### src/rtl/msdf_test_initiator.sv
// msdf_test_initiator
//   Avalon-MM master that runs one complete MSDF test on a test control unit.
//   On an accepted start it checks the slave ID, programs the start address and
//   the element count, reads the count back, sets go, then polls the status
//   register until go clears or the poll budget runs out.
//
// Ports
//   avalon_clock            clock shared with the slave
//   resetn                  synchronous, active-low reset
//   start                   one-cycle run request (ignored while busy)
//   cfg_set_addr, cfg_num   run configuration, latched on an accepted start
//   address/writedata/write/read/readdata   Avalon-MM master port
//   busy, done, error, err_code, poll_count run status
module msdf_test_initiator #(
  parameter int ADDR_WIDTH  = 11,
  parameter int ID_EXPECTED = 1,
  parameter int TIMEOUT_W   = 20,
  parameter int POLL_GAP    = 4
) (
  input  logic                  avalon_clock,
  input  logic                  resetn,
  input  logic                  start,
  input  logic [ADDR_WIDTH-1:0] cfg_set_addr,
  input  logic [ADDR_WIDTH:0]   cfg_num,
  output logic [2:0]            address,
  output logic [31:0]           writedata,
  output logic                  write,
  output logic                  read,
  input  logic [31:0]           readdata,
  output logic                  busy,
  output logic                  done,
  output logic                  error,
  output logic [1:0]            err_code,
  output logic [TIMEOUT_W-1:0]  poll_count
);

  typedef enum logic [3:0] {
    IDLE, RD_ID, CK_ID, WR_ADDR, WR_NUM, RD_NUM, CK_NUM,
    WR_GO, GAP, RD_ST, CK_ST, FIN
  } state_t;

  localparam logic [31:0] ID_WORD  = 32'(ID_EXPECTED);
  localparam logic [3:0]  GAP_LAST = 4'((POLL_GAP > 0) ? (POLL_GAP - 1) : 0);
  // With no idle gap configured, polling goes straight to the status read.
  localparam state_t      POLL_ENTRY = (POLL_GAP == 0) ? RD_ST : GAP;

  state_t                state_reg, state_next;
  logic [ADDR_WIDTH-1:0] set_addr_reg, set_addr_next;
  logic [ADDR_WIDTH:0]   num_reg, num_next;
  logic [3:0]            gap_cnt_reg, gap_cnt_next;
  logic [TIMEOUT_W-1:0]  poll_cnt_reg, poll_cnt_next;
  logic [1:0]            err_code_reg, err_code_next;
  logic                  error_reg, error_next;
  logic [2:0]            address_reg, address_next;
  logic [31:0]           writedata_reg, writedata_next;
  logic                  write_reg, write_next;
  logic                  read_reg, read_next;
  logic                  busy_reg, busy_next;
  logic                  done_reg, done_next;

  always_comb begin
    state_next     = state_reg;
    set_addr_next  = set_addr_reg;
    num_next       = num_reg;
    gap_cnt_next   = gap_cnt_reg;
    poll_cnt_next  = poll_cnt_reg;
    err_code_next  = err_code_reg;
    error_next     = error_reg;
    address_next   = 3'd0;
    writedata_next = 32'd0;
    write_next     = 1'b0;
    read_next      = 1'b0;
    done_next      = 1'b0;

    case (state_reg)
      IDLE: begin
        if (start) begin
          state_next    = RD_ID;
          set_addr_next = cfg_set_addr;
          num_next      = cfg_num;
          error_next    = 1'b0;
          err_code_next = 2'b00;
          poll_cnt_next = '0;
        end
      end
      RD_ID:   state_next = CK_ID;
      CK_ID: begin
        if (readdata != ID_WORD) begin
          err_code_next = 2'b01;
          state_next    = FIN;
        end else begin
          state_next = WR_ADDR;
        end
      end
      WR_ADDR: state_next = WR_NUM;
      WR_NUM:  state_next = RD_NUM;
      RD_NUM:  state_next = CK_NUM;
      CK_NUM: begin
        if (readdata[ADDR_WIDTH:0] != num_reg) begin
          err_code_next = 2'b10;
          state_next    = FIN;
        end else begin
          state_next = WR_GO;
        end
      end
      WR_GO: begin
        state_next   = POLL_ENTRY;
        gap_cnt_next = 4'd0;
      end
      GAP: begin
        if (gap_cnt_reg == GAP_LAST) begin
          state_next = RD_ST;
        end else begin
          gap_cnt_next = gap_cnt_reg + 4'd1;
        end
      end
      RD_ST:   state_next = CK_ST;
      CK_ST: begin
        if (!readdata[0]) begin
          state_next = FIN;
        end else if (&poll_cnt_reg) begin
          err_code_next = 2'b11;
          state_next    = FIN;
        end else begin
          state_next   = POLL_ENTRY;
          gap_cnt_next = 4'd0;
        end
      end
      FIN:     state_next = IDLE;
      default: state_next = IDLE;
    endcase

    // Bus and status outputs are decoded from the state being entered so that
    // the registered strobes line up with the state they belong to.
    case (state_next)
      RD_ID: begin
        read_next    = 1'b1;
        address_next = 3'd3;
      end
      WR_ADDR: begin
        write_next     = 1'b1;
        address_next   = 3'd1;
        writedata_next = 32'(set_addr_next);
      end
      WR_NUM: begin
        write_next     = 1'b1;
        address_next   = 3'd2;
        writedata_next = 32'(num_next);
      end
      RD_NUM: begin
        read_next    = 1'b1;
        address_next = 3'd2;
      end
      WR_GO: begin
        write_next     = 1'b1;
        address_next   = 3'd0;
        writedata_next = 32'd1;
      end
      RD_ST: begin
        read_next     = 1'b1;
        address_next  = 3'd0;
        poll_cnt_next = poll_cnt_reg + 1'b1;
      end
      FIN: begin
        done_next  = 1'b1;
        error_next = (err_code_next != 2'b00);
      end
      default: ;
    endcase

    busy_next = (state_next != IDLE) && (state_next != FIN);
  end

  always_ff @(posedge avalon_clock) begin
    if (!resetn) begin
      state_reg     <= IDLE;
      set_addr_reg  <= '0;
      num_reg       <= '0;
      gap_cnt_reg   <= 4'd0;
      poll_cnt_reg  <= '0;
      err_code_reg  <= 2'b00;
      error_reg     <= 1'b0;
      address_reg   <= 3'd0;
      writedata_reg <= 32'd0;
      write_reg     <= 1'b0;
      read_reg      <= 1'b0;
      busy_reg      <= 1'b0;
      done_reg      <= 1'b0;
    end else begin
      state_reg     <= state_next;
      set_addr_reg  <= set_addr_next;
      num_reg       <= num_next;
      gap_cnt_reg   <= gap_cnt_next;
      poll_cnt_reg  <= poll_cnt_next;
      err_code_reg  <= err_code_next;
      error_reg     <= error_next;
      address_reg   <= address_next;
      writedata_reg <= writedata_next;
      write_reg     <= write_next;
      read_reg      <= read_next;
      busy_reg      <= busy_next;
      done_reg      <= done_next;
    end
  end

  assign address    = address_reg;
  assign writedata  = writedata_reg;
  assign write      = write_reg;
  assign read       = read_reg;
  assign busy       = busy_reg;
  assign done       = done_reg;
  assign error      = error_reg;
  assign err_code   = err_code_reg;
  assign poll_count = poll_cnt_reg;

endmodule

### config.mk
export PLATFORM = sky130hd
export DESIGN_NAME = msdf_test_initiator
export DESIGN_NICKNAME = d
export VERILOG_FILES = /design/src/rtl/msdf_test_initiator.sv
export SDC_FILE = /design/constraint.sdc
export NUM_CORES = 1
export LEC_CHECK = 0
export CORE_MARGIN = 1.5
export CORE_UTILIZATION = 41
export CTS_CLUSTER_SIZE = 8
export DETAILED_ROUTE_END_ITERATION = 6
export HOLD_SLACK_MARGIN = 0.1
export PLACE_DENSITY = 0.77
export SLEW_MARGIN = 20
export SYNTH_ARGS = -nofsm -noshare
export SYNTH_HDL_FRONTEND = slang
export SYNTH_SLANG_ARGS = --single-unit
### constraint.sdc
create_clock -name avalon_clock -period 2.1 [get_ports avalon_clock]
set_clock_uncertainty 0.1 [all_clocks]
set_input_delay 0.42 -clock avalon_clock [delete_from_list [all_inputs] [get_ports avalon_clock]]
set_output_delay 0.42 -clock avalon_clock [all_outputs]
set_load 0.005 [all_outputs]
==> run metrics, run 1 <==
status=finished, violations left; failing checks=setup timing; WP data arrival=2.47 ns; DP Area=0.004727 mm^2; Worst IR Drop VDD=0.4713 mV; Die H=94.78 um; RSZ-0062 raised after global routing=yes; register area share after synthesis=41.74%; grt ovf=0; Die X=94.78 um; fillers=644; drt wl/cell=15.32 um; #FFs+latches synth=72; cts bufs inserted=9; top_reg_cell synth=dfxtp_1; post-DR vias/cell=5.483; root buffer cell=clkbuf_8; worst reg-to-reg setup slack=-0.16 ns; I/O Pins=120; Nets=600; H-tree levels=3; DRT Pass-1 Iters=6; n_diodes=0; max-cap viol count=0; period utilization=107.8%; Post-Synthesis Cells=406; GP Congestion=0.8997; maximum clock rate=441.9 MHz; Post-synth EDFFs=0; CTS tree=done; clock transition at the registers of the reported paths=0.09 ns; die area=0.008982 mm^2; Tmin final=2.263 ns; syn avg cell area=8.506 um^2; final setup violating endpoints=19; critical path data required time=2.31 ns; Global Route Usage Sum=22.05%; first-pass GRT wire length=15440 um; antenna violations before repair=0; crit start category=flip-flop; Cells after DPL=622; share of layout cells above drive strength 1=21.83%; post-route cell area=0.005283 mm^2; pin count of the biggest net entering global routing=33; Crit. End Element=flip-flop; core area=0.008175 mm^2; Worst Hold Class=flip-flop to flip-flop; hold path cells=2; synth unique cells=51; I/O Buffers=98; Worst-Skew Late Latency=0.37 ns; vias in the first global route=3269; YS warnings=0; synthesized cell area=0.003453 mm^2; most frequent cells in the layout=clkdlybuf4s50_1 (91), dfxtp_1 (68), nor2_1 (56); Area contributors post-synth=dfxtp_1 (42%), mux2i_1 (6.7%), nor2_1 (6.6%); Reg2Reg Depth=8; Routed WL=9960 um; hold_buf cts=0; Slew Viols, Final=0; Iteration-0 DRC Markers=283; post-layout total power=3.573 mW; Routed Antenna Nets=0; crit-path max FO=8; DRC Markers=0; area delta synth->final=52.97%; Rows=33; # clock sinks=72; Post-Layout Cell Count=650; Hold Violations, Final=0; clock buffer depth=2; ys async rst share=0%; DP HPWL=6837 um; Largest register FFs=20; critical path type=flip-flop to flip-flop; pwr/cell area=676.4 mW/mm^2; Synth area leader=dfxtp_1; Final WS setup=-0.1628 ns; Synth top area share=41.74%; most common cell after layout, fill and taps aside=clkdlybuf4s50_1; Starting Density=42.24%; via count=3564; LEAKAGE=2.024 nW
synth_stat cells (2+ instances only):
| master | count |
|---|---|
| a22oi_1 | 3 |
| nor2_1 | 61 |
| buf_6 | 2 |
| a211oi_1 | 2 |
| and3_1 | 7 |
| inv_1 | 4 |
| o2bb2ai_1 | 2 |
| a31oi_1 | 5 |
| or3_1 | 3 |
| buf_2 | 5 |
| nand2_1 | 24 |
| nor3_1 | 9 |
| o21ai_0 | 22 |
| nor3b_1 | 3 |
| nor4_1 | 14 |
| nand3_1 | 12 |
| nand3b_1 | 2 |
| dfxtp_1 | 72 |
| a311oi_1 | 4 |
| buf_4 | 21 |
| o32ai_1 | 10 |
| nand4_1 | 9 |
| ha_1 | 2 |
| mux2i_1 | 23 |
| nand2b_1 | 2 |
| and2_1 | 4 |
| o31a_1 | 2 |
| nor4b_1 | 2 |
| a21oi_1 | 25 |
| xnor2_1 | 12 |
| clkbuf_1 | 14 |
| nor2b_1 | 4 |
| nand4b_1 | 2 |
path summary, 6_finish.rpt:
check	start	end
setup / recovery	gap_cnt_reg[0]$_SDFFE_PN0P_	poll_count[6]$_SDFFE_PN0P_
hold / removal	set_addr_reg[9]$_SDFF_PN0_	set_addr_reg[9]$_SDFF_PN0_
setup reg to reg	gap_cnt_reg[0]$_SDFFE_PN0P_	poll_count[6]$_SDFFE_PN0P_
hold reg to reg	set_addr_reg[9]$_SDFF_PN0_	set_addr_reg[9]$_SDFF_PN0_
worst max-delay path, cell delays in order (launching register included):
cell,delay [ns]
dfxtp_2,0.36
ha_4,0.13
or3b_4,0.40
buf_6,0.14
or4b_4,0.58
buf_8,0.18
nor4_2,0.14
a21oi_1,0.08
nor2_1,0.12
area by class of cell:
cell class | instances | area (um^2) | share of cell area, %
flip-flops and latches | 72 | 1446 | 27.38
well taps | 105 | 131.4 | 2.487
multi-input cells | 309 | 2116 | 40.05
inverters | 5 | 18.77 | 0.3553
clock buffers | 9 | 123.9 | 2.345
repair buffers | 143 | 1384 | 26.20
clock inverters | 7 | 62.56 | 1.184
per-layer routing:
| layer | wire, um | part of all wire, % | global-route usage [%] |
|---|---|---|---|
| met3 | 629 | 6.3 | 5.314 |
| met2 | 5083 | 51 | 37.44 |
| met4 | 180 | 1.8 | 9.453 |
| met5 | 0 | 0 | 0 |
| met1 | 4066 | 41 | 26.39 |
report_power, final:
part           switching, mW  internal [mW]  total (mW)  leakage, nW
Clock                  0.618          0.453        1.07       0.0863
Combinational          0.485          0.497       0.982         1.35
Sequential            0.0550           1.47        1.52        0.587
timing repair:
item	in CTS	in global routing
cloned	3	0
pin swaps	12	28
setup endpoints to repair	23	42
resized for setup	11	60
buffers inserted	2	7
endpoints found under the hold margin	0	0
logic make-up after synthesis:
| logic type | after synthesis | synth area share [%] |
|---|---|---|
| and+or+nand+nor | 163 | 23.70 |
| xor gates and xnor gates | 12 | 3.043 |
| muxes | 24 | 6.993 |
| other | 1 | 0.1086 |
| buffers and inverters | 48 | 8.115 |
| AOI/OAI and AO/OA | 84 | 15.58 |
| adders and majority gates | 2 | 0.7245 |
| DFF | 72 | 41.74 |
through the flow:
step	hold slack (ns)	setup TNS (ns)	setup slack [ns]	utilization [%]
6_report	0.4018	-2.033	-0.1628	64.62
5_1_grt	0.4252	-3.225	-0.2099	64.62
4_1_cts	0.4055	-1.773	-0.1659	60.99
3_5_place_dp	0.3841	-7.586	-0.3825	57.82
3_3_place_gp	0.3704	-6.231	-0.3030	57.82
2_1_floorplan	0.3590	-1.098	-0.09741	-
(Power assumes the default switching activity.)
==> inputs of run 2 (changes only) <==
Settings changed: PLACE_DENSITY 0.77 to default, PLACE_DENSITY_LB_ADDON from default to 0.2.
==> run 2 against run 1 <==
Net effect: the run still ends with setup timing left; clock power up 5%; critical path depth shrank 1; sequential power about the same; non-clock buffer count is 1 higher.
==> run metrics, run 2 (synthesis gave the netlist of run 1 again) <==
max-cap viol count=0; Worst-Margin Slew=0.5027 ns; antenna violations before repair=0; DRC Markers=0; critical path data required time=2.26 ns; crit start category=flip-flop; slowest stage delay, CP=0.62 ns; Nets=601; final setup violating endpoints=18; critical path type=flip-flop to flip-flop; Crit. End Element=flip-flop; Reg2Reg Depth=7; Starting Density=42.24%; first-pass GRT wire length=15130 um; clock buffer depth=2; Die H=94.78 um; maximum clock rate=446.1 MHz; CP max-delay cell=or4b_4; I/O Buffers=98; failing checks=setup timing; n_diodes=0; Die X=94.78 um; share of layout cells above drive strength 1=20.51%; Final WS setup=-0.1417 ns; CTS tree=done; clock transition at the registers of the reported paths=0.09 ns; pwr/cell area=679.5 mW/mm^2; Cell Chain, Critical Path=ha_4 -> or3b_4 -> or4b_4 -> and2_4 -> o21ai_1 -> o31a_1 -> nor2_1; die area=0.008982 mm^2; Rows=33; hold path cells=2; core area=0.008175 mm^2; Global Route Usage Sum=21.74%; Routed Antenna Nets=0; via count=3504; pin count of the biggest net entering global routing=47; Iteration-0 DRC Markers=218; multi-input gate area in the final layout=0.002072 mm^2; Tmin final=2.242 ns; root buffer cell=clkbuf_8; status=finished, violations left; Hold Slack=0.3970 ns; Worst Hold Class=flip-flop to flip-flop; Routed WL=9833 um; DP HPWL=6835 um; I/O Pins=120; drt wl/cell=15.10 um; crit-path max FO=6; hold_buf cts=0; Worst IR Drop VDD=0.4365 mV; most frequent cells in the layout=clkdlybuf4s50_1 (80), dfxtp_1 (70), nor2_1 (57); period utilization=106.7%; WP data arrival=2.40 ns; fillers=713; Sequential cell area=0.001444 mm^2; cts bufs inserted=9; Hold Violations, Final=0; Slew Viols, Final=0; Worst-Skew Late Latency=0.36 ns; GP Congestion=0.8892; LEAKAGE=2.143 nW; area delta synth->final=52.14%; Largest register FFs=20; grt ovf=0; vias in the first global route=3224; RSZ-0062 raised after global routing=yes; most common cell after layout, fill and taps aside=clkdlybuf4s50_1; post-DR vias/cell=5.382; DRT Pass-1 Iters=4; Slew HR=66.44%; Post-Place Worst Slack=-0.3734 ns; H-tree levels=3; # clock sinks=72
[run 2: changes by cell type in the layout (fill, tap and decap cells not counted), sizes merged]
cell / before / now
buf: 45 / 46
clkbuf: 9 / 10
inv: 9 / 6
clkinv: 0 / 3
clkinvlp: 3 / 1
bufinv: 0 / 1
clkdlybuf4s50: 91 / 80
dlymetal6s2s: 7 / 18
[run 2: worst paths after layout]
kind | startpoint | end | slack (ns)
max | gap_cnt_reg[1]$_SDFFE_PN0P_ | poll_count[10]$_SDFFE_PN0P_ | -0.14
min | set_addr_reg[3]$_SDFF_PN0_ | set_addr_reg[3]$_SDFF_PN0_ | 0.40
max reg2reg | gap_cnt_reg[1]$_SDFFE_PN0P_ | poll_count[10]$_SDFFE_PN0P_ | -0.14
min reg2reg | set_addr_reg[3]$_SDFF_PN0_ | set_addr_reg[3]$_SDFF_PN0_ | 0.40
[run 2: where the power goes]
part           switching, mW  leakage, nW  total, mW  internal [mW]
Sequential            0.0569        0.586       1.52           1.47
Combinational          0.476         1.46      0.930          0.454
Clock                  0.562       0.0968       1.12          0.555
[run 2: area by class of cell]
type / count / share of cell area, %
Timing Repair Buffer: 144 / 26.48
Clock inverter: 6 / 1.310
Inverter: 5 / 0.3572
Tap cell: 105 / 2.501
Clock buffer: 10 / 2.429
Multi-Input combinational cell: 309 / 39.44
Sequential cell: 72 / 27.48
[run 2: stage by stage]
stage	total power [mW]	cells	setup TNS [ns]	utilization, %	cell area, um^2
2_1_floorplan	2.066	426	-1.098	-	3587
3_3_place_gp	2.385	630	-5.815	58.46	4780
3_5_place_dp	2.395	630	-7.027	58.46	4780
4_1_cts	3.550	649	-1.717	61.71	5045
5_1_grt	3.742	651	-2.346	64.26	5254
6_report	3.570	651	-1.141	64.26	5254
[run 2: what timing repair did]
item,in CTS,in global routing
gates cloned,3,0
setup buffers,0,3
resized for setup,13,48
pin swaps,8,19
setup endpoints to repair,26,37
[run 2: critical path: cells and delay by family, from the launching register on]
kind / cells / cell delay [ns]
and+or+nand+nor: 4 / 1.31
DFF: 1 / 0.35
AOI/OAI and AO/OA: 2 / 0.26
adders and majority gates: 1 / 0.13
[run 2: per-layer routing]
layer / part of all wire [%] / routed length (um) / GRT usage, %
met1: 41 / 4070 / 27.04
met2: 49 / 4820 / 35.18
met3: 7.5 / 740 / 5.636
met4: 2.0 / 201 / 9.701
met5: 0 / 0 / 0
==> inputs of run 3 (changes only) <==
Settings changed: CORE_UTILIZATION 41 to 40, GPL_ROUTABILITY_DRIVEN from default to 0.
==> run 3 against run 2 <==
Net effect: the run still ends with setup timing left; largest power group unchanged; non-clock buffer count up 3; critical endpoint unchanged; final area up 3.1%; power up 9.3%; worst hold slack worse by 0.0018 ns; first-iteration DRC count up 10%; critical path depth up 1; utilization up 1.0 points; routed wire length up 5.3%.
==> run metrics, run 3 (synthesis gave the netlist of run 1 again) <==
status=finished, violations left; failing checks=setup timing; Die X=95.92 um; critical path data required time=2.25 ns; WP data arrival=2.46 ns; share of layout cells above drive strength 1=23.77%; post-DR vias/cell=5.440; pwr/cell area=720.3 mW/mm^2; post-layout total power=3.903 mW; fillers=693; root buffer cell=clkbuf_8; grt ovf=0; first-pass GRT wire length=15420 um; max-cap viol count=0; maximum clock rate=432.8 MHz; CTS tree=done; Post-Layout Cell Count=652; most frequent cells in the layout=clkdlybuf4s50_1 (87), dfxtp_1 (68), nor2_1 (58); DP HPWL=6886 um; DP Area=0.004750 mm^2; multi-input gate area in the final layout=0.002171 mm^2; core area=0.008299 mm^2; Worst IR Drop VDD=0.4289 mV; Tmin final=2.311 ns; DRC Markers=0; most common cell after layout, fill and taps aside=clkdlybuf4s50_1; crit start category=flip-flop; crit-path max FO=8; area delta synth->final=56.92%; vias in the first global route=3263; via count=3547; H-tree levels=3; Iteration-0 DRC Markers=240; Post-Place Worst Slack=-0.5402 ns; Nets=602; die area=0.009200 mm^2; Slew HR=55.99%; I/O Pins=120; Routed WL=10350 um; LEAKAGE=2.095 nW; period utilization=110.0%; Die H=95.92 um; Rows=33; I/O Buffers=98; Crit. End Element=flip-flop; Starting Density=41.61%; Global Route Usage Sum=21.78%; Cells after DPL=626; final setup TNS=-2.687 ns; Final WS setup=-0.2107 ns; RSZ-0062 raised after global routing=yes; clock buffer depth=2; Worst-Skew Late Latency=0.35 ns; Routed Antenna Nets=0; Hold Violations, Final=0; critical path type=flip-flop to flip-flop; Core Util, Final=65.29%; Worst Hold Class=flip-flop to flip-flop; hold_buf cts=0; cts bufs inserted=9; Largest register FFs=20; drt wl/cell=15.87 um; pin count of the biggest net entering global routing=47; Hold Slack=0.3952 ns; Sequential cell area=0.001446 mm^2; DRT Pass-1 Iters=5; final setup violating endpoints=22; Worst-Margin Slew=0.6588 ns; n_diodes=0; clock transition at the registers of the reported paths=0.08 ns; Slew Viols, Final=0; antenna violations before repair=0; post-route cell area=0.005419 mm^2; # clock sinks=72
## run 3: cell count changes in the layout (fill, tap and decap cells not counted), moves of 3 or more
cell	delta
buf_6	+3
clkdlybuf4s50_1	+7
o32ai_2	+7
dlymetal6s2s_1	-10
nor4_4	+3
o32ai_1	-7
dlygate4sd2_1	+3
## run 3: layout make-up
cell class	count	area share, %
timing repair buffer	147	25.95
tap	105	2.424
multi-input combinational	307	40.06
clock inverter	5	1.916
clock buffer	11	2.609
inverter	5	0.3463
sequential	72	26.69
## run 3: path summary, 6_finish.rpt
path	depth (start not counted)	startpoint	slack, ns	to
max reg2reg	8	gap_cnt_reg[0]$_SDFFE_PN0P_	-0.21	poll_count[10]$_SDFFE_PN0P_
max	8	gap_cnt_reg[0]$_SDFFE_PN0P_	-0.21	poll_count[10]$_SDFFE_PN0P_
min	2	set_addr_reg[8]$_SDFF_PN0_	0.40	set_addr_reg[8]$_SDFF_PN0_
min reg2reg	2	set_addr_reg[8]$_SDFF_PN0_	0.40	set_addr_reg[8]$_SDFF_PN0_
## run 3: repair_timing
item,CTS,global route
gates resized for setup,21,54
gates cloned,1,0
buffers inserted,7,2
endpoints found under the setup margin,27,41
pin swaps,16,28
## run 3: critical path, cell delays in order (launching register included)
cell and delay [ns]:
dfxtp_2 0.36, ha_4 0.14, or3b_4 0.38, or4b_4 0.55, buf_12 0.17, and2_4 0.20
o21ai_1 0.14, o31a_1 0.15, nor2_1 0.04
## run 3: per-layer routing
metal / track usage, % / up-vias / wire length (um)
met1: 27.69 / 1687 / 4189
met5: 0 / - / 0
li1: - / 1704 / -
met2: 35.21 / 132 / 5192
met4: 9.069 / 0 / 206
met3: 5.134 / 24 / 761
## run 3: report_power, final
group	internal [mW]	total (mW)	leakage (nW)	switching, mW
Clock	0.822	1.36	0.124	0.534
Combinational	0.492	1.03	1.38	0.535
Sequential	1.47	1.52	0.587	0.0541
Total	2.78	3.90	2.09	1.12
